[src/rtl/alu_multiciclo_pkg.sv]
// Shared definitions for the multi-cycle ALU: operation codes, FSM states and
// the default datapath width. The ALU control decoder imports the same codes.
package alu_multiciclo_pkg;

    localparam int LARGURA_PADRAO = 32;

    localparam logic [5:0] OP_ADD  = 6'b000000;
    localparam logic [5:0] OP_AND  = 6'b000001;
    localparam logic [5:0] OP_DIV  = 6'b000010;
    localparam logic [5:0] OP_MULT = 6'b000011;
    localparam logic [5:0] OP_SUB  = 6'b000100;
    localparam logic [5:0] OP_OR   = 6'b000101;
    localparam logic [5:0] OP_NOR  = 6'b000110;
    localparam logic [5:0] OP_XOR  = 6'b000111;
    localparam logic [5:0] OP_SLT  = 6'b001000;

    typedef enum logic [1:0] {
        OCIOSO = 2'd0,
        EXEC   = 2'd1,
        ITERA  = 2'd2,
        FIM    = 2'd3
    } estado_t;

    // mult and div run through the iterative datapath; everything else is one cycle
    function automatic logic eh_iterativa(input logic [5:0] codigo);
        return (codigo == OP_MULT) || (codigo == OP_DIV);
    endfunction

endpackage

[src/rtl/alu_multiciclo_if.sv]
// Handshake and data bus of the multi-cycle ALU. The master side issues
// operations, the slave side (the ALU) returns results and status.
interface alu_multiciclo_if #(
    parameter int LARGURA = 32
);
    logic               Inicio;
    logic [5:0]         Controle;
    logic [LARGURA-1:0] A;
    logic [LARGURA-1:0] B;
    logic [LARGURA-1:0] Resultado;
    logic [LARGURA-1:0] Hi;
    logic [LARGURA-1:0] Lo;
    logic               Zero;
    logic               Overflow;
    logic               Ocupado;
    logic               Pronto;

    modport master (
        output Inicio, Controle, A, B,
        input  Resultado, Hi, Lo, Zero, Overflow, Ocupado, Pronto
    );

    modport slave (
        input  Inicio, Controle, A, B,
        output Resultado, Hi, Lo, Zero, Overflow, Ocupado, Pronto
    );

endinterface

[src/rtl/alu_multiciclo_mult_div_iterativo.sv]
// Iterative unsigned multiply (shift-add) and restoring divide, one bit per
// cycle over 32 iterations. The hi/lo register pair is shared by both:
// mult keeps {partial product, remaining multiplier}, div keeps
// {partial remainder, dividend shifting into quotient}.
module mult_div_iterativo #(
    parameter int LARGURA = 32
) (
    input  logic               clock,
    input  logic               reset,
    input  logic               inicio,
    input  logic               divisao,
    input  logic [LARGURA-1:0] a,
    input  logic [LARGURA-1:0] b,
    output logic [LARGURA-1:0] hi,
    output logic [LARGURA-1:0] lo,
    output logic               pronto
);

    logic [LARGURA-1:0] hi_q;
    logic [LARGURA-1:0] lo_q;
    logic [LARGURA-1:0] m_q;
    logic               divisao_q;
    logic               ativo;
    logic [5:0]         contador;

    logic [LARGURA:0]   soma_mult;
    logic [LARGURA-1:0] mult_hi_prox;
    logic [LARGURA-1:0] mult_lo_prox;
    logic [LARGURA:0]   desloc;
    logic               cabe;
    logic [LARGURA-1:0] resto_sub;
    logic [LARGURA-1:0] div_resto_prox;
    logic [LARGURA-1:0] div_quoc_prox;

    // next value of one shift-add step and of one restoring-division step
    always_comb begin
        soma_mult      = {1'b0, hi_q} + (lo_q[0] ? {1'b0, m_q} : '0);
        mult_hi_prox   = soma_mult[LARGURA:1];
        mult_lo_prox   = {soma_mult[0], lo_q[LARGURA-1:1]};
        desloc         = {hi_q, lo_q[LARGURA-1]};
        cabe           = desloc >= {1'b0, m_q};
        resto_sub      = desloc[LARGURA-1:0] - m_q;
        div_resto_prox = cabe ? resto_sub : desloc[LARGURA-1:0];
        div_quoc_prox  = {lo_q[LARGURA-2:0], cabe};
    end

    // load operands on start, then iterate with a 0..31 counter and pulse pronto
    always_ff @(posedge clock) begin
        if (reset) begin
            hi_q      <= '0;
            lo_q      <= '0;
            m_q       <= '0;
            divisao_q <= 1'b0;
            ativo     <= 1'b0;
            contador  <= '0;
            pronto    <= 1'b0;
        end else begin
            pronto <= 1'b0;
            if (inicio) begin
                hi_q      <= '0;
                lo_q      <= divisao ? a : b;
                m_q       <= divisao ? b : a;
                divisao_q <= divisao;
                ativo     <= 1'b1;
                contador  <= '0;
            end else if (ativo) begin
                if (divisao_q) begin
                    hi_q <= div_resto_prox;
                    lo_q <= div_quoc_prox;
                end else begin
                    hi_q <= mult_hi_prox;
                    lo_q <= mult_lo_prox;
                end
                if (contador == 6'd31) begin
                    ativo  <= 1'b0;
                    pronto <= 1'b1;
                end else begin
                    contador <= contador + 6'd1;
                end
            end
        end
    end

    assign hi = hi_q;
    assign lo = lo_q;

endmodule

[src/rtl/alu_multiciclo.sv]
// Multi-cycle ALU: single-cycle logic/arithmetic ops plus iterative mult/div,
// sequenced by an OCIOSO/EXEC/ITERA/FIM state machine with registered outputs.
module alu_multiciclo
    import alu_multiciclo_pkg::*;
#(
    parameter int LARGURA = LARGURA_PADRAO
) (
    input  logic              clock,
    input  logic              reset,
    alu_multiciclo_if.slave   bus
);

    estado_t            estado;
    logic [5:0]         op_q;
    logic [LARGURA-1:0] a_q;
    logic [LARGURA-1:0] b_q;
    logic [LARGURA-1:0] resultado_q;
    logic [LARGURA-1:0] hi_q;
    logic [LARGURA-1:0] lo_q;
    logic               zero_q;
    logic               overflow_q;
    logic               ocupado_q;
    logic               pronto_q;

    logic               aceita;
    logic               md_inicio;
    logic [LARGURA-1:0] md_hi;
    logic [LARGURA-1:0] md_lo;
    logic               md_pronto;

    logic               eh_sub;
    logic [LARGURA-1:0] b_efetivo;
    logic [LARGURA-1:0] soma;
    logic [LARGURA-1:0] res_comb;
    logic               ovf_comb;

    // a new operation is taken in OCIOSO, or in FIM for back-to-back issue
    assign aceita    = ((estado == OCIOSO) || (estado == FIM)) && bus.Inicio;
    assign md_inicio = aceita && eh_iterativa(bus.Controle);

    mult_div_iterativo #(
        .LARGURA (LARGURA)
    ) u_mult_div (
        .clock   (clock),
        .reset   (reset),
        .inicio  (md_inicio),
        .divisao (bus.Controle == OP_DIV),
        .a       (bus.A),
        .b       (bus.B),
        .hi      (md_hi),
        .lo      (md_lo),
        .pronto  (md_pronto)
    );

    // single-cycle result from the captured operands; sub reuses the adder with ~B + 1
    always_comb begin
        eh_sub    = (op_q == OP_SUB);
        b_efetivo = eh_sub ? ~b_q : b_q;
        soma      = a_q + b_efetivo + {{(LARGURA-1){1'b0}}, eh_sub};
        res_comb  = '0;
        ovf_comb  = 1'b0;
        case (op_q)
            OP_ADD, OP_SUB: begin
                res_comb = soma;
                ovf_comb = (a_q[LARGURA-1] == b_efetivo[LARGURA-1]) &&
                           (soma[LARGURA-1] != a_q[LARGURA-1]);
            end
            OP_AND:  res_comb = a_q & b_q;
            OP_OR:   res_comb = a_q | b_q;
            OP_NOR:  res_comb = ~(a_q | b_q);
            OP_XOR:  res_comb = a_q ^ b_q;
            OP_SLT:  res_comb = {{(LARGURA-1){1'b0}}, ($signed(a_q) < $signed(b_q))};
            default: res_comb = '0;
        endcase
    end

    // operation sequencing; outputs only change when an operation completes
    always_ff @(posedge clock) begin
        if (reset) begin
            estado      <= OCIOSO;
            op_q        <= '0;
            a_q         <= '0;
            b_q         <= '0;
            resultado_q <= '0;
            hi_q        <= '0;
            lo_q        <= '0;
            zero_q      <= 1'b0;
            overflow_q  <= 1'b0;
            ocupado_q   <= 1'b0;
            pronto_q    <= 1'b0;
        end else begin
            case (estado)
                OCIOSO, FIM: begin
                    pronto_q <= 1'b0;
                    if (aceita) begin
                        a_q       <= bus.A;
                        b_q       <= bus.B;
                        op_q      <= bus.Controle;
                        ocupado_q <= 1'b1;
                        estado    <= eh_iterativa(bus.Controle) ? ITERA : EXEC;
                    end else begin
                        ocupado_q <= 1'b0;
                        estado    <= OCIOSO;
                    end
                end
                EXEC: begin
                    resultado_q <= res_comb;
                    zero_q      <= (res_comb == '0);
                    overflow_q  <= ovf_comb;
                    pronto_q    <= 1'b1;
                    ocupado_q   <= 1'b0;
                    estado      <= FIM;
                end
                ITERA: begin
                    if (md_pronto) begin
                        hi_q        <= md_hi;
                        lo_q        <= md_lo;
                        resultado_q <= md_lo;
                        zero_q      <= (md_lo == '0);
                        overflow_q  <= 1'b0;
                        pronto_q    <= 1'b1;
                        ocupado_q   <= 1'b0;
                        estado      <= FIM;
                    end
                end
                default: estado <= OCIOSO;
            endcase
        end
    end

    assign bus.Resultado = resultado_q;
    assign bus.Hi        = hi_q;
    assign bus.Lo        = lo_q;
    assign bus.Zero      = zero_q;
    assign bus.Overflow  = overflow_q;
    assign bus.Ocupado   = ocupado_q;
    assign bus.Pronto    = pronto_q;

endmodule
[src/flat_wrapper.sv]
// flat-port wrapper written by rule: the top's interface ports become plain ports
module alu_multiciclo_flat import alu_multiciclo_pkg::*;
#(
    parameter int LARGURA = LARGURA_PADRAO
)
  (clock, reset, bus_Inicio, bus_Controle, bus_A, bus_B, bus_Resultado, bus_Hi, bus_Lo, bus_Zero, bus_Overflow, bus_Ocupado, bus_Pronto);
  alu_multiciclo_if #(.LARGURA(LARGURA)) bus_i ();
  input  logic clock;
  input  logic reset;
  input wire logic [$bits(bus_i.Inicio)-1:0] bus_Inicio;
  input wire logic [$bits(bus_i.Controle)-1:0] bus_Controle;
  input wire logic [$bits(bus_i.A)-1:0] bus_A;
  input wire logic [$bits(bus_i.B)-1:0] bus_B;
  output wire logic [$bits(bus_i.Resultado)-1:0] bus_Resultado;
  output wire logic [$bits(bus_i.Hi)-1:0] bus_Hi;
  output wire logic [$bits(bus_i.Lo)-1:0] bus_Lo;
  output wire logic [$bits(bus_i.Zero)-1:0] bus_Zero;
  output wire logic [$bits(bus_i.Overflow)-1:0] bus_Overflow;
  output wire logic [$bits(bus_i.Ocupado)-1:0] bus_Ocupado;
  output wire logic [$bits(bus_i.Pronto)-1:0] bus_Pronto;
  assign bus_i.Inicio = bus_Inicio;
  assign bus_i.Controle = bus_Controle;
  assign bus_i.A = bus_A;
  assign bus_i.B = bus_B;
  assign bus_Resultado = bus_i.Resultado;
  assign bus_Hi = bus_i.Hi;
  assign bus_Lo = bus_i.Lo;
  assign bus_Zero = bus_i.Zero;
  assign bus_Overflow = bus_i.Overflow;
  assign bus_Ocupado = bus_i.Ocupado;
  assign bus_Pronto = bus_i.Pronto;
  alu_multiciclo #(.LARGURA(LARGURA)) u_core (.clock(clock), .reset(reset), .bus(bus_i));
endmodule
[config.mk]
export PLATFORM = sky130hd
export DESIGN_NAME = alu_multiciclo_flat
export DESIGN_NICKNAME = d
export VERILOG_FILES = /design/src/rtl/alu_multiciclo_pkg.sv /design/src/rtl/alu_multiciclo_if.sv /design/src/rtl/alu_multiciclo_mult_div_iterativo.sv /design/src/rtl/alu_multiciclo.sv /design/src/flat_wrapper.sv
export SDC_FILE = /design/constraint.sdc
export NUM_CORES = 1
export LEC_CHECK = 0
export CAP_MARGIN = 5
export CORE_ASPECT_RATIO = 0.7
export CORE_UTILIZATION = 55
export DETAILED_ROUTE_END_ITERATION = 7
export PLACE_DENSITY = 0.77
export SYNTH_ARGS = -nofsm -noshare
export SYNTH_HDL_FRONTEND = slang
export SYNTH_SLANG_ARGS = --single-unit
[constraint.sdc]
create_clock -name clock -period 7.1 [get_ports clock]
set_input_delay 2.13 -clock clock [delete_from_list [all_inputs] [get_ports clock]]
set_output_delay 2.13 -clock clock [all_outputs]
set_load 0.02 [all_outputs]
==> qor.yml <==
outcome:
  outcome: "completed"
worst_hold_path:
  whs_endpoint: "u_core.bus.Hi[27]"
  hp-class: "reg -> reg"
  min-delay-start: "u_core.bus.Hi[27]"
  hold_path_depth: 2
clocking:
  htreeDepth: 1
  root_buffer: "clkbuf_16"
  cts.sinks: 277
  holdBufCountCts: 0
  clkLatencyLatePin_ns: 0.59
  cts_max_path_buffers: 3
  cts_tree: "yes"
  ctsResizeCount: 0
  post_cts_buffers: 0
  cts_buffers: 30
  cts.clk_slew.worst_paths_ns: 0.07
sta:
  maxSlewHeadroom: 0.2488
  rsz0062_at_grt: "no"
  period_needed_ns: 5.959
  slew_viol_final: 0
  fin_skew_ns: 0.01205
  setup_ws_ns: 1.141
  setup_tns_ns: 0
  final_hold_viol_count: 0
  fin_crit_sh: 0.8393
  worstMarginPinSlew_ns: 1.127
  setup_viol: 0
  fmax_mhz: 167.8
die:
  die_width_microns: 228.9
  core_sq_um: 35090
  num_io_pins: 173
  chipHeight_microns: 160.8
  start_util: 0.5649
  rows: 57
  die_area_sq_um: 36810
critical_path:
  crit_path_cell_trace: "nor4b_2, nand2_1, buf_4, nor2_1, a21oi_1, fa_1, nand3b_1, a211oi_1, nor2_1, xnor2_1, a221oi_1, nand4_1, or4_1, or4b_1, nor4_1, and4_1, a41o_1"
  reg2reg_to: "u_core.bus.Zero"
  slowest_delay_ns: 0.66
  slowest_stage: "nand2_1"
  required_ns: 7.63
  rr_startpoint: "u_core.op_q[3]"
  reg2reg_slack_ns: 1.14
  crit_top_cell: "nor2_1"
  cp.arrival_ns: 6.49
  cp-start-kind: "flip-flop"
  cp-end-kind: "flip-flop"
  worst-path-buf-inv: 1
  critical_path_class: "reg -> reg"
  worst_path_dominant_cell_family: "simple AND/OR/NAND/NOR gates"
  crit_fanout: 20
  rr_worst_depth: 17
global_routing:
  grt_pass1_wl_mm: 105.5
  globalRouteTotalUtil: 0.3613
  gr-total-overflow: 0
  grt_pass1_vias: 18220
  antenna_found_initial: 1
  grt_max_degree: 92
synthesis:
  ys.flop_type: "dfxtp_1"
  synth_compound_area_frac: 0.2223
  synth_top_cell_area_share: 0.2798
  ys_warn_count: 0
  ys_seq_elements: 277
  synthXorXnorAreaFrac: 0.04949
  synth_fp_nets: 2876
  ys_async_sr_fraction: 0
  synth_mux_area_frac: 0.07064
  synth.area.top_cells: "dfxtp_1, ha_1, a21oi_1, nand2_1, mux2i_1"
  seq_area_frac_synth: 0.2798
  synthAdderAreaFrac: 0.1293
  syn_inst: 2600
  synth_top_family_by_area: "compound AO/OA/AOI/OAI gates"
  syn_avg_cell_area_sq_um: 7.624
  synth_area_leader_cell: "dfxtp_1"
  synth_cell_type_count: 77
  synth-simple-area-share: 0.1925
  syn_area_sq_um: 19820
  synth_edf_count: 0
finish:
  nFillCells: 3068
  multiInputGateArea_sq_um: 13190
  syn_to_final_growth_pct: 15.07
  drive_gt1_frac: 0.04258
  seq_area_sq_um: 5550
  finalCoreUtilization: 0.6500
  nNetsFinal: 2954
power_and_ir_drop:
  peakVddDrop_mv: 0.2499
  p_leak_nw: 9.244
  powerDensity_nw_per_um2: 281.5
detailed_routing:
  via_per_inst: 6.329
  dr.pass1.iters: 6
  antenna_left: 0
  vias: 20090
  drc_errors: 0
  routedWlPerCell_microns: 21.63
  wirelength_mm: 68.64
  drt_iter0_markers: 2448
place:
  portBuffers: 172
  globalplace.congestion: 0.9888
  hpwlAfterDp_mm: 50.11
  pre_cts_slack_ns: 1.271
flow_run:
  drv_cap: 0
-- kinds of logic after synthesis --
| family | after synthesis |
|---|---|
| multiplexers | 139 |
| flip-flops | 277 |
| buffers and inverters | 293 |
| XOR/XNOR | 112 |
| AO/OA/AOI/OAI | 705 |
| adder cells (fa/ha/maj) | 203 |
| AND/OR/NAND/NOR | 871 |
-- worst max path at each step --
stage | from | depth (start not counted) | end
after global routing | u_core.op_q[3] | 17 | u_core.bus.Zero
after floorplan | u_core.op_q[3] | 18 | u_core.bus.Zero
after detailed placement | u_core.op_q[3] | 17 | u_core.bus.Zero
final | u_core.op_q[3] | 17 | u_core.bus.Zero
after CTS | u_core.op_q[3] | 17 | u_core.bus.Zero
after global placement | u_core.op_q[3] | 17 | u_core.bus.Zero
-- cells in the final DEF (no fill, tap or decap), drive strengths merged, types with 21 or more instances in the layout --
| cell | count |
|---|---|
| a211oi | 91 |
| nand3 | 31 |
| o21ai | 105 |
| and2 | 40 |
| clkdlybuf4s50 | 170 |
| nor4 | 25 |
| mux2i | 132 |
| a21o | 21 |
| buf | 28 |
| dfxtp | 277 |
| clkbuf | 44 |
| nor2 | 271 |
| nor3 | 45 |
| xor2 | 23 |
| xnor2 | 89 |
| nand2 | 365 |
| a21oi | 312 |
| ha | 200 |
| inv | 141 |
-- where the power goes --
group | total, mW | internal [mW] | switching [mW]
Sequential | 1.95 | 1.73 | 0.218
Combinational | 2.80 | 1.06 | 1.74
Clock | 1.67 | 0.976 | 0.690
Total | 6.42 | 3.77 | 2.65
-- final cells by class --
type / count / area share
Multi-Input combinational cell: 2030 / 0.5785
Sequential cell: 277 / 0.2433
Timing Repair Buffer: 198 / 0.08388
Clock buffer: 44 / 0.03922
Tap cell: 472 / 0.02589
Inverter: 141 / 0.02320
Clock inverter: 11 / 0.005870
Antenna cell: 1 / 0.0001097
-- metal layers --
layer	up-vias	global-route usage	part of all wire	wire, microns
li1	9284	-	-	-
met1	9562	0.5446	0.46	31260
met4	0	0.1142	0.033	2251
met2	1092	0.5187	0.41	27870
met3	149	0.05877	0.11	7258
met5	-	0	0	0
-- sequential cells by signal, summed over array words and instances, names as in the netlist, 32 cells and up --
signal / flops
u_core.a_q: 32
u_core.b_q: 32
u_core.bus.Hi: 32
u_core.bus.Lo: 32
u_core.bus.Resultado: 32
u_core.u_mult_div.hi: 32
u_core.u_mult_div.lo: 32
u_core.u_mult_div.m_q: 32
-- Yosys cell counts (4+ instances only) --
master,n
nand2_1,365
o21a_1,13
o221ai_1,10
xor2_1,23
o31ai_1,7
ha_1,200
mux2i_1,132
nor3b_1,4
a21o_1,21
clkbuf_1,126
o21ai_1,5
or4_1,5
a211o_1,5
nand3b_1,6
o211ai_1,20
nand4_1,16
o21ai_0,100
or2_2,8
nand2b_1,18
a221oi_1,17
mux2_2,7
a21boi_0,4
or3_1,4
a2111oi_0,19
a31o_2,7
a211oi_1,91
a31oi_1,15
dfxtp_1,277
inv_1,140
a21oi_1,312
nand3_1,31
nor3_1,45
o21bai_1,10
nor2_1,271
and2_1,40
and3_1,12
nor4_1,25
buf_1,22
o22ai_1,6
nor2b_1,11
xnor2_1,89
-- worst min-delay path, cell delays in order (launching register included) --
cell     delay, ns
dfxtp_1       0.31
nand2_1       0.05
a21oi_1       0.05
-- through the flow --
step / hold slack, ns / total power, mW / area [sq um] / cells
global route: 0.4733 / 6.716 / 22810 / 3174
CTS: 0.4542 / 6.335 / 22810 / 3173
floorplan: 0.4488 / 3.761 / 19820 / 2600
detailed placement: 0.4461 / 4.678 / 21780 / 3118
finish: 0.4526 / 6.420 / 22810 / 3174
global placement: 0.4411 / 4.614 / 21780 / 3118
No activity file was read; power rests on OpenSTA's default activity.
